**src/rtl/cfg_pkg.sv**
```systemverilog
// Shared definitions for the serial configuration loader.
// Holds the loader FSM state type, the CRC-8 constants, the default sync
// word and the bit-serial CRC-8 next-state function.
package cfg_pkg;

    typedef enum logic [1:0] {
        StHunt,
        StLoad,
        StCheck,
        StCommit
    } cfg_state_e;

    localparam logic [7:0]  CRC_POLY          = 8'h07;
    localparam int unsigned CRC_W             = 8;
    localparam logic [7:0]  SYNC_WORD_DEFAULT = 8'hA5;

    // One step of CRC-8 (x^8+x^2+x+1), MSB-first, no reflection.
    function automatic logic [CRC_W-1:0] crc8_next(input logic [CRC_W-1:0] crc,
                                                   input logic             din);
        logic fb;
        fb = crc[CRC_W-1] ^ din;
        return {crc[CRC_W-2:0], 1'b0} ^ (fb ? CRC_POLY : 8'h00);
    endfunction

endpackage

```
**src/rtl/crc8_serial.sv**
```systemverilog
// Bit-serial CRC-8 accumulator.
// Ports:
//   clk_i     - clock, rising edge
//   reset_i   - synchronous active-high reset, CRC -> 0x00
//   clear_i   - synchronous clear to 0x00 (wins over enable_i)
//   enable_i  - fold bit_i into the CRC this cycle
//   bit_i     - serial data bit
//   crc_o     - current CRC value
module crc8_serial
    import cfg_pkg::*;
(
    input  logic             clk_i,
    input  logic             reset_i,
    input  logic             clear_i,
    input  logic             enable_i,
    input  logic             bit_i,
    output logic [CRC_W-1:0] crc_o
);

    logic [CRC_W-1:0] crc_q, crc_d;

    always_comb begin
        crc_d = crc_q;
        if (clear_i) begin
            crc_d = '0;
        end else if (enable_i) begin
            crc_d = crc8_next(crc_q, bit_i);
        end
    end

    always_ff @(posedge clk_i) begin
        if (reset_i) begin
            crc_q <= '0;
        end else begin
            crc_q <= crc_d;
        end
    end

    assign crc_o = crc_q;

endmodule

```
**src/rtl/config_loader.sv**
```systemverilog
// Serial configuration loader for the cell array.
// Hunts a 1-bit valid/ready stream for a sync word, shifts CFG_WIDTH payload
// bits into a shadow register, receives an 8-bit CRC and commits the shadow
// to config_bit_o only when the CRC matches. Holds the cell array in reset
// while no verified configuration is present or a load is in progress.
// Ports:
//   clk_i        - clock, rising edge
//   reset_i      - synchronous active-high reset
//   cfg_data_i   - serial configuration bit
//   cfg_valid_i  - cfg_data_i valid this cycle
//   cfg_ready_o  - loader accepts a bit this cycle (low only in COMMIT)
//   cfg_abort_i  - synchronous abort of the current frame
//   config_bit_o - committed configuration vector
//   cfg_loaded_o - config_bit_o holds a CRC-verified frame
//   cfg_done_o   - one-cycle pulse on successful commit
//   cfg_err_o    - one-cycle pulse on CRC mismatch
//   busy_o       - FSM is not hunting for sync
//   cell_reset_o - registered reset for the cell array
module config_loader
    import cfg_pkg::*;
#(
    parameter int unsigned CFG_WIDTH = 124,
    parameter logic [7:0]  SYNC_WORD = SYNC_WORD_DEFAULT
) (
    input  logic                 clk_i,
    input  logic                 reset_i,
    input  logic                 cfg_data_i,
    input  logic                 cfg_valid_i,
    output logic                 cfg_ready_o,
    input  logic                 cfg_abort_i,
    output logic [CFG_WIDTH-1:0] config_bit_o,
    output logic                 cfg_loaded_o,
    output logic                 cfg_done_o,
    output logic                 cfg_err_o,
    output logic                 busy_o,
    output logic                 cell_reset_o
);

    cfg_state_e           state_q, state_d;
    logic [7:0]           window_q, window_d;
    logic [CFG_WIDTH-1:0] shadow_q, shadow_d;
    logic [6:0]           cnt_q, cnt_d;
    logic [CRC_W-1:0]     rx_crc_q, rx_crc_d;
    logic [CFG_WIDTH-1:0] config_q, config_d;
    logic                 loaded_q, loaded_d;
    logic                 done_q, done_d;
    logic                 err_q, err_d;
    logic                 cell_reset_q, cell_reset_d;

    logic                 accept;
    logic [7:0]           window_shift;
    logic                 crc_clear;
    logic                 crc_en;
    logic [CRC_W-1:0]     crc_calc;

    assign cfg_ready_o  = (state_q != StCommit);
    assign accept       = cfg_valid_i && cfg_ready_o;
    assign window_shift = {window_q[6:0], cfg_data_i};

    crc8_serial u_crc (
        .clk_i    (clk_i),
        .reset_i  (reset_i),
        .clear_i  (crc_clear),
        .enable_i (crc_en),
        .bit_i    (cfg_data_i),
        .crc_o    (crc_calc)
    );

    always_comb begin
        state_d   = state_q;
        window_d  = window_q;
        shadow_d  = shadow_q;
        cnt_d     = cnt_q;
        rx_crc_d  = rx_crc_q;
        config_d  = config_q;
        loaded_d  = loaded_q;
        done_d    = 1'b0;
        err_d     = 1'b0;
        crc_clear = 1'b0;
        crc_en    = 1'b0;

        if (cfg_abort_i) begin
            // Abort wins over everything in the data path, including a commit.
            state_d   = StHunt;
            window_d  = '0;
            shadow_d  = '0;
            cnt_d     = '0;
            rx_crc_d  = '0;
            crc_clear = 1'b1;
        end else begin
            unique case (state_q)
                StHunt: begin
                    if (accept) begin
                        window_d = window_shift;
                        if (window_shift == SYNC_WORD) begin
                            state_d   = StLoad;
                            cnt_d     = '0;
                            shadow_d  = '0;
                            crc_clear = 1'b1;
                        end
                    end
                end
                StLoad: begin
                    if (accept) begin
                        // Right shift: the first payload bit ends up in bit 0.
                        shadow_d = {cfg_data_i, shadow_q[CFG_WIDTH-1:1]};
                        crc_en   = 1'b1;
                        if (cnt_q == 7'(CFG_WIDTH - 1)) begin
                            state_d = StCheck;
                            cnt_d   = '0;
                        end else begin
                            cnt_d = cnt_q + 7'd1;
                        end
                    end
                end
                StCheck: begin
                    if (accept) begin
                        rx_crc_d = {rx_crc_q[CRC_W-2:0], cfg_data_i};
                        if (cnt_q == 7'(CRC_W - 1)) begin
                            state_d = StCommit;
                            cnt_d   = '0;
                        end else begin
                            cnt_d = cnt_q + 7'd1;
                        end
                    end
                end
                StCommit: begin
                    if (crc_calc == rx_crc_q) begin
                        config_d = shadow_q;
                        loaded_d = 1'b1;
                        done_d   = 1'b1;
                    end else begin
                        err_d = 1'b1;
                    end
                    state_d  = StHunt;
                    window_d = '0;
                end
                default: begin
                    state_d  = StHunt;
                    window_d = '0;
                end
            endcase
        end

        // Uses current registered state, so the cell array leaves reset one
        // cycle after the FSM is back in HUNT with a verified config.
        cell_reset_d = !loaded_q || (state_q != StHunt);
    end

    always_ff @(posedge clk_i) begin
        if (reset_i) begin
            state_q      <= StHunt;
            window_q     <= '0;
            shadow_q     <= '0;
            cnt_q        <= '0;
            rx_crc_q     <= '0;
            config_q     <= '0;
            loaded_q     <= 1'b0;
            done_q       <= 1'b0;
            err_q        <= 1'b0;
            cell_reset_q <= 1'b1;
        end else begin
            state_q      <= state_d;
            window_q     <= window_d;
            shadow_q     <= shadow_d;
            cnt_q        <= cnt_d;
            rx_crc_q     <= rx_crc_d;
            config_q     <= config_d;
            loaded_q     <= loaded_d;
            done_q       <= done_d;
            err_q        <= err_d;
            cell_reset_q <= cell_reset_d;
        end
    end

    assign config_bit_o = config_q;
    assign cfg_loaded_o = loaded_q;
    assign cfg_done_o   = done_q;
    assign cfg_err_o    = err_q;
    assign busy_o       = (state_q != StHunt);
    assign cell_reset_o = cell_reset_q;

endmodule

```
**config.mk**
```make
export PLATFORM = sky130hd
export DESIGN_NAME = config_loader
export DESIGN_NICKNAME = d
export VERILOG_FILES = /design/src/rtl/cfg_pkg.sv /design/src/rtl/crc8_serial.sv /design/src/rtl/config_loader.sv
export SDC_FILE = /design/constraint.sdc
export NUM_CORES = 1
export LEC_CHECK = 0
export CORE_MARGIN = 2
export CORE_UTILIZATION = 30
export CTS_CLUSTER_DIAMETER = 200
export DETAILED_ROUTE_END_ITERATION = 6
export MAX_ROUTING_LAYER = met4
export PLACE_DENSITY = 0.49
export SETUP_SLACK_MARGIN = 0.15
export SLEW_MARGIN = 40
export SYNTH_ARGS = -nofsm -noshare
export SYNTH_HDL_FRONTEND = slang
export SYNTH_HIERARCHICAL = 1
export SYNTH_SLANG_ARGS = --single-unit
export TNS_END_PERCENT = 20
```
**constraint.sdc**
```tcl
create_clock -name clk_i -period 3.2 [get_ports clk_i]
set_input_delay 0.64 -clock clk_i [delete_from_list [all_inputs] [get_ports clk_i]]
set_output_delay 0.64 -clock clk_i [all_outputs]
set_load 0.03 [all_outputs]
```
==> results of run 1 <==
[cells in the final DEF, fill, tap and decap left out, types with 2 or more instances in the layout]
| cell | synthesis | final |
|---|---|---|
| dfxtp_1 | 284 | 284 |
| clkinv_8 | 0 | 2 |
| nor3_1 | 3 | 3 |
| nand3_1 | 134 | 134 |
| nand2_1 | 384 | 384 |
| a21oi_1 | 259 | 259 |
| clkinv_2 | 0 | 2 |
| and3_1 | 2 | 2 |
| nand3b_1 | 3 | 3 |
| a22oi_1 | 8 | 8 |
| clkbuf_16 | 0 | 35 |
| clkbuf_8 | 1 | 5 |
| clkbuf_1 | 57 | 10 |
| clkdlybuf4s50_1 | 0 | 133 |
| or4_1 | 2 | 2 |
| nand4b_1 | 3 | 3 |
| nand4_1 | 3 | 3 |
| o21ai_0 | 3 | 3 |
| inv_1 | 5 | 5 |
| buf_4 | 5 | 8 |
| buf_12 | 0 | 11 |
| a311oi_1 | 2 | 2 |
| xor2_1 | 9 | 9 |
| mux2i_1 | 14 | 14 |
| ha_1 | 7 | 6 |
| nor2_1 | 40 | 40 |
| bufinv_16 | 0 | 3 |
[area by class of cell]
| class | instances | area share, % |
|---|---|---|
| sequential | 284 | 42.5 |
| multi-input combinational | 904 | 32.6 |
| timing repair buffer | 153 | 12.1 |
| clock buffer | 50 | 7.34 |
| tap | 455 | 4.25 |
| clock inverter | 8 | 1.05 |
| inverter | 6 | 0.168 |
[worst reg2reg max path: stages (launching register included)]
cell     delay (ns)
dfxtp_1        0.34
ha_1           0.37
and2b_2        0.39
a32oi_2        0.23
a21oi_2        0.32
or3b_1         0.38
a31oi_1        0.16
[cell usage after synthesis, types with 2 or more instances]
cell type	count	area, sq um
nand3_1	134	671
a22oi_1	8	60.1
buf_1	4	15.0
and3_1	2	12.5
buf_4	5	37.5
nand4b_1	3	26.3
nand4_1	3	18.8
buf_6	11	124
clkbuf_1	57	214
or4_1	2	15.0
xor2_1	9	78.8
nor3_1	3	15.0
dfxtp_1	284	5690
ha_1	7	87.6
nor2_1	40	150
a21oi_1	259	1300
o21ai_0	3	15.0
buf_2	25	125
inv_1	5	18.8
mux2i_1	14	140
a311oi_1	2	17.5
nand3b_1	3	22.5
nand2_1	384	1440
[per-stage QoR]
step | std cells | area (sq um) | total power [mW] | utilization [%]
2_1_floorplan | 1297 | 10600 | 3.68 | -
3_3_place_gp | 1802 | 12300 | 3.71 | 35.4
3_5_place_dp | 1802 | 12300 | 3.71 | 35.4
4_1_cts | 1860 | 13400 | 7.62 | 38.7
5_1_grt | 1860 | 13400 | 7.77 | 38.7
6_report | 1860 | 13400 | 7.49 | 38.7
[layer usage]
layer  track usage [%]  part of all wire [%]  vias to the layer above
met2              24.1                    47                      147
met3              2.59                   4.3                       40
met5                 -                     0                        -
met1              18.6                    47                     4217
met4              4.02                   1.9                        0
li1                  -                     -                     4508
[where the power goes]
group / total [mW] / leakage (nW) / switching, mW / internal (mW)
sequential: 3.54 / 2.29 / 0.000496 / 3.54
combinational: 0.0916 / 1.43 / 0.0745 / 0.0171
clock: 3.86 / 0.543 / 1.49 / 2.37
[flip-flops by register name, indices dropped and copies added (netlist names)]
signal	flops
cell_reset_o	1
cfg_done_o	1
cfg_err_o	1
cfg_loaded_o	1
cnt_q	7
config_bit_o	124
rx_crc_q	8
shadow_q	124
state_q	2
u_crc/crc_o	8
window_q	7
[path summary, 6_finish.rpt]
check	slack, ns	to	startpoint	depth (start not counted)
setup / recovery	0.39	busy_o	state_q[0]	4
hold / removal	0.43	cell_reset_o	cfg_loaded_o	1
setup reg to reg	0.94	cnt_q[6]	state_q[0]	6
hold reg to reg	0.43	cell_reset_o	cfg_loaded_o	1
[cells by family (layout without fill, tap and decap cells)]
group	after synthesis	in the layout	synth area share [%]
adders and majority gates	7	7	0.828
xor gates and xnor gates	10	10	0.829
buffers and inverters	109	217	5.22
AOI/OAI and AO/OA	286	286	14.4
muxes	14	14	1.33
DFF	284	284	53.8
and+or+nand+nor	587	587	23.7
==> flow_metrics.py, run 1 <==
metrics = {
    "pwr": {
        "ir_drop_v": 0.000298,
        "leakage_nw": 4.26,
        "powerDensity_nw_per_um2": 559,
    },
    "cells_and_area": {
        "diodes": 0,
        "nNetsFinal": 1395,
        "ff_latch_area_sq_um": 5690,
        "multi_input_area_sq_um": 4370,
        "fill_cells": 3572,
        "final_layout_size_suffix_gt1_share_pct": 5.77,
        "area_delta_synth_final_pct": 26.7,
    },
    "synthesis": {
        "synthCells": 1297,
        "syn_area_per_cell_sq_um": 8.15,
        "synth_warnings": 6,
        "synthDistinctLibCells": 53,
        "yosysSeqAreaShare_pct": 53.8,
        "synth_flop_cell": "dfxtp_1",
        "async_flop_share_pct": 0,
        "synth_edf_count": 0,
        "ys_ff_latch": 284,
        "syn_nets": 1309,
        "netlist_area_sq_um": 10600,
    },
    "sta": {
        "worst_hold_slack_ns": 0.432,
        "rsz0062_at_grt": "no",
        "drv_slew": 0,
        "final_hold_viol_count": 0,
        "setup_viol": 0,
        "final_critical_path_setup_slack_ns": 0.394,
        "period_needed_ns": 2.81,
        "fin_setup_tns_ns": 0,
        "tightest_slew_ns": 0.823,
        "skew_ns": 0.0166,
        "max_freq_ghz": 0.356,
        "slew_headroom_pct": 45.1,
        "finalCritPeriodShare_pct": 87.7,
    },
    "worst_setup_path": {
        "slowest_delay_ns": 0.73,
        "path_class": "reg2out",
        "worst_setup_path_start_kind": "register",
        "worst-path-buf-inv": 3,
        "cp-end-kind": "output pin",
        "path_max_fanout": 9,
        "path_cells": "inv_1 -> ha_1 -> clkinv_1 -> clkdlybuf4s50_1",
        "crit_family": "buffers and inverters",
        "cp_data_required_time_ns": 2.56,
        "critPathSlowestCell": "clkdlybuf4s50_1",
        "cp.arrival_ns": 2.17,
    },
    "cts": {
        "h-tree-depth": 2,
        "clkSlewWorstSetupHoldPaths_ns": 0.05,
        "cts_setup_buffers": 0,
        "cts_tree": "yes",
        "cts_sinks": 284,
        "cts_hold_buf": 0,
        "clk_path_buf_depth": 3,
        "cts_resized": 0,
        "insertion_delay_ns": 0.51,
        "cts_buffers": 34,
        "cts_root_buffer": "clkbuf_16",
    },
    "global_routing": {
        "grt_antenna_before_repair": 0,
        "grt_max_degree": 99,
        "grt_pass1_vias": 8453,
        "grt_pass1_wl_um": 43400,
        "grt_overflow": 0,
        "grt_usage_pct": 14.7,
    },
    "place": {
        "place_congestion": 0.787,
        "dp_slack_ns": 0.473,
        "hpwl_um": 15700,
        "portBuffers": 134,
    },
    "drt": {
        "vias_per_cell": 4.79,
        "routed_wl_um": 26800,
        "ant_nets": 0,
        "drt_pass1_iterations": 4,
        "drc": 0,
        "wire_per_inst_um": 14.4,
        "drt_iter0_drc": 459,
        "dr_total_vias": 8912,
    },
    "floorplan": {
        "die_w_um": 192,
        "die_area_sq_um": 36800,
        "die_height_um": 192,
        "placementRows": 68,
        "ios": 135,
        "core_area_sq_um": 34600,
        "start_util_pct": 30.5,
    },
    "min_path": {
        "hold_path.class": "reg2reg",
    },
    "status": {
        "status": "finished clean",
    },
    "job": {
        "drv_cap": 0,
    },
}
Power figures use the tool's default switching activity.
==> run 2: changes to the inputs <==
- CTS_CLUSTER_SIZE: default -> 16
==> flow_metrics.py, run 2 (synthesis results as in run 1) <==
metrics = {
    "floorplan": {
        "die_height_um": 192,
        "ios": 135,
        "core_area_sq_um": 34600,
        "die_area_sq_um": 36800,
        "start_util_pct": 30.5,
        "die_w_um": 192,
        "placementRows": 68,
    },
    "worst_setup_path": {
        "path_max_fanout": 9,
        "crit_family": "buffers and inverters",
        "path_cells": "inv_1 -> ha_1 -> clkinv_1 -> clkdlybuf4s50_1",
        "slowest_delay_ns": 0.73,
        "rr_worst_depth": 6,
        "cp_data_required_time_ns": 2.56,
        "cp-end-kind": "output pin",
        "cp.arrival_ns": 2.19,
        "critPathSlowestCell": "clkdlybuf4s50_1",
        "path_class": "reg2out",
        "rr_startpoint": "state_q[0]",
        "worst_setup_path_start_kind": "register",
        "worst-path-buf-inv": 3,
        "r2r_end": "cnt_q[6]",
        "reg2reg_slack_ns": 0.92,
    },
    "cells_and_area": {
        "nNetsFinal": 1382,
        "diodes": 0,
        "final_cells": 1824,
        "final_cell_mix": "nand2_1 (384), dfxtp_1 (284), a21oi_1 (259), nand3_1 (134), clkdlybuf4s50_1 (133)",
        "fill_cells": 3586,
        "mostFrequentLayoutCell": "nand2_1",
        "final_layout_size_suffix_gt1_share_pct": 4.02,
        "area_delta_synth_final_pct": 21.3,
    },
    "pwr": {
        "power.total_mw": 6.07,
        "powerDensity_nw_per_um2": 473,
        "ir_drop_v": 0.000303,
        "leakage_nw": 3.99,
    },
    "cts": {
        "cts_root_buffer": "clkbuf_16",
        "cts_tree": "yes",
        "clk_path_buf_depth": 3,
        "cts_buffers": 21,
        "insertion_delay_ns": 0.51,
        "cts_resized": 0,
        "clkSlewWorstSetupHoldPaths_ns": 0.08,
        "cts_setup_buffers": 0,
        "cts_sinks": 284,
        "cts_hold_buf": 0,
        "h-tree-depth": 1,
    },
    "drt": {
        "drt_pass1_iterations": 5,
        "drt_iter0_drc": 506,
        "routed_wl_um": 26500,
        "ant_nets": 0,
        "wire_per_inst_um": 14.5,
        "vias_per_cell": 4.84,
        "drc": 0,
        "dr_total_vias": 8823,
    },
    "sta": {
        "tightest_slew_ns": 0.828,
        "slew_headroom_pct": 44.8,
        "rsz0062_at_grt": "no",
        "setup_viol": 0,
        "finalCritPeriodShare_pct": 88.5,
        "skew_ns": 0.0123,
        "fin_setup_tns_ns": 0,
        "drv_slew": 0,
        "max_freq_ghz": 0.353,
        "final_hold_viol_count": 0,
        "period_needed_ns": 2.83,
    },
    "min_path": {
        "min_from": "cfg_loaded_o",
        "worstHoldPathCells": 1,
        "hold_path.class": "reg2reg",
        "whs_endpoint": "cell_reset_o",
    },
    "global_routing": {
        "grt_usage_pct": 14.4,
        "grt_pass1_vias": 8349,
        "grt_antenna_before_repair": 0,
        "grt_pass1_wl_um": 42900,
        "grt_max_degree": 99,
        "grt_overflow": 0,
    },
    "place": {
        "place_congestion": 0.787,
        "portBuffers": 134,
        "dp_cells": 1802,
        "hpwl_um": 15700,
    },
    "status": {
        "status": "finished clean",
    },
    "job": {
        "drv_cap": 0,
    },
}
==> run 2: cell count changes in the layout (fill, tap and decap cells not counted) <==
cell        change
clkinvlp_4      -1
bufinv_16       -2
clkinv_2        -2
clkinv_8        -2
clkbuf_16      -14
clkbuf_1       -10
clkbuf_8        -5
==> run 2: power breakdown <==
group | switching [mW] | internal (mW) | total (mW)
Clock | 1.20 | 1.24 | 2.44
Sequential | 0.000496 | 3.53 | 3.53
Combinational | 0.0747 | 0.0171 | 0.0918
==> run 2: through the flow <==
step / hold WS [ns] / util, % / setup slack [ns] / area, sq um
after global placement: 0.424 / 35.4 / 0.530 / 12300
after detailed placement: 0.422 / 35.4 / 0.473 / 12300
final: 0.435 / 37.0 / 0.369 / 12800
after CTS: 0.442 / 37.0 / 0.344 / 12800
after global routing: 0.459 / 37.0 / 0.269 / 12800
after floorplan: 0.432 / - / 0.892 / 10600
==> run 2: worst max-delay path by stage <==
stage                           endpoint        start  cells after the start  slack (ns)
after CTS                         busy_o   state_q[0]                      4        0.34
after global routing              busy_o   state_q[1]                      4        0.27
after global placement      shadow_q[18]   cfg_data_i                      7        0.53
after detailed placement        cnt_q[6]  cfg_valid_i                      6        0.47
final                             busy_o   state_q[0]                      4        0.37
after floorplan           u_crc/crc_o[4]   state_q[1]                      9        0.89
==> run 2: cell type report <==
cell class / count / area, sq um / area share (%)
Sequential cell: 284 / 5690 / 44.3
Inverter: 6 / 22.5 / 0.176
Timing Repair Buffer: 153 / 1620 / 12.7
Clock buffer: 21 / 526 / 4.10
Clock inverter: 1 / 30.0 / 0.234
Tap cell: 455 / 569 / 4.44
Multi-Input combinational cell: 904 / 4370 / 34.1
==> run 2: metal layers <==
layer,global-route usage [%],up-vias,share of wire (%)
met5,-,-,0
met4,3.28,0,2.0
met3,2.10,29,4.1
met2,24.0,154,47
met1,18.5,4169,47
li1,-,4471,-
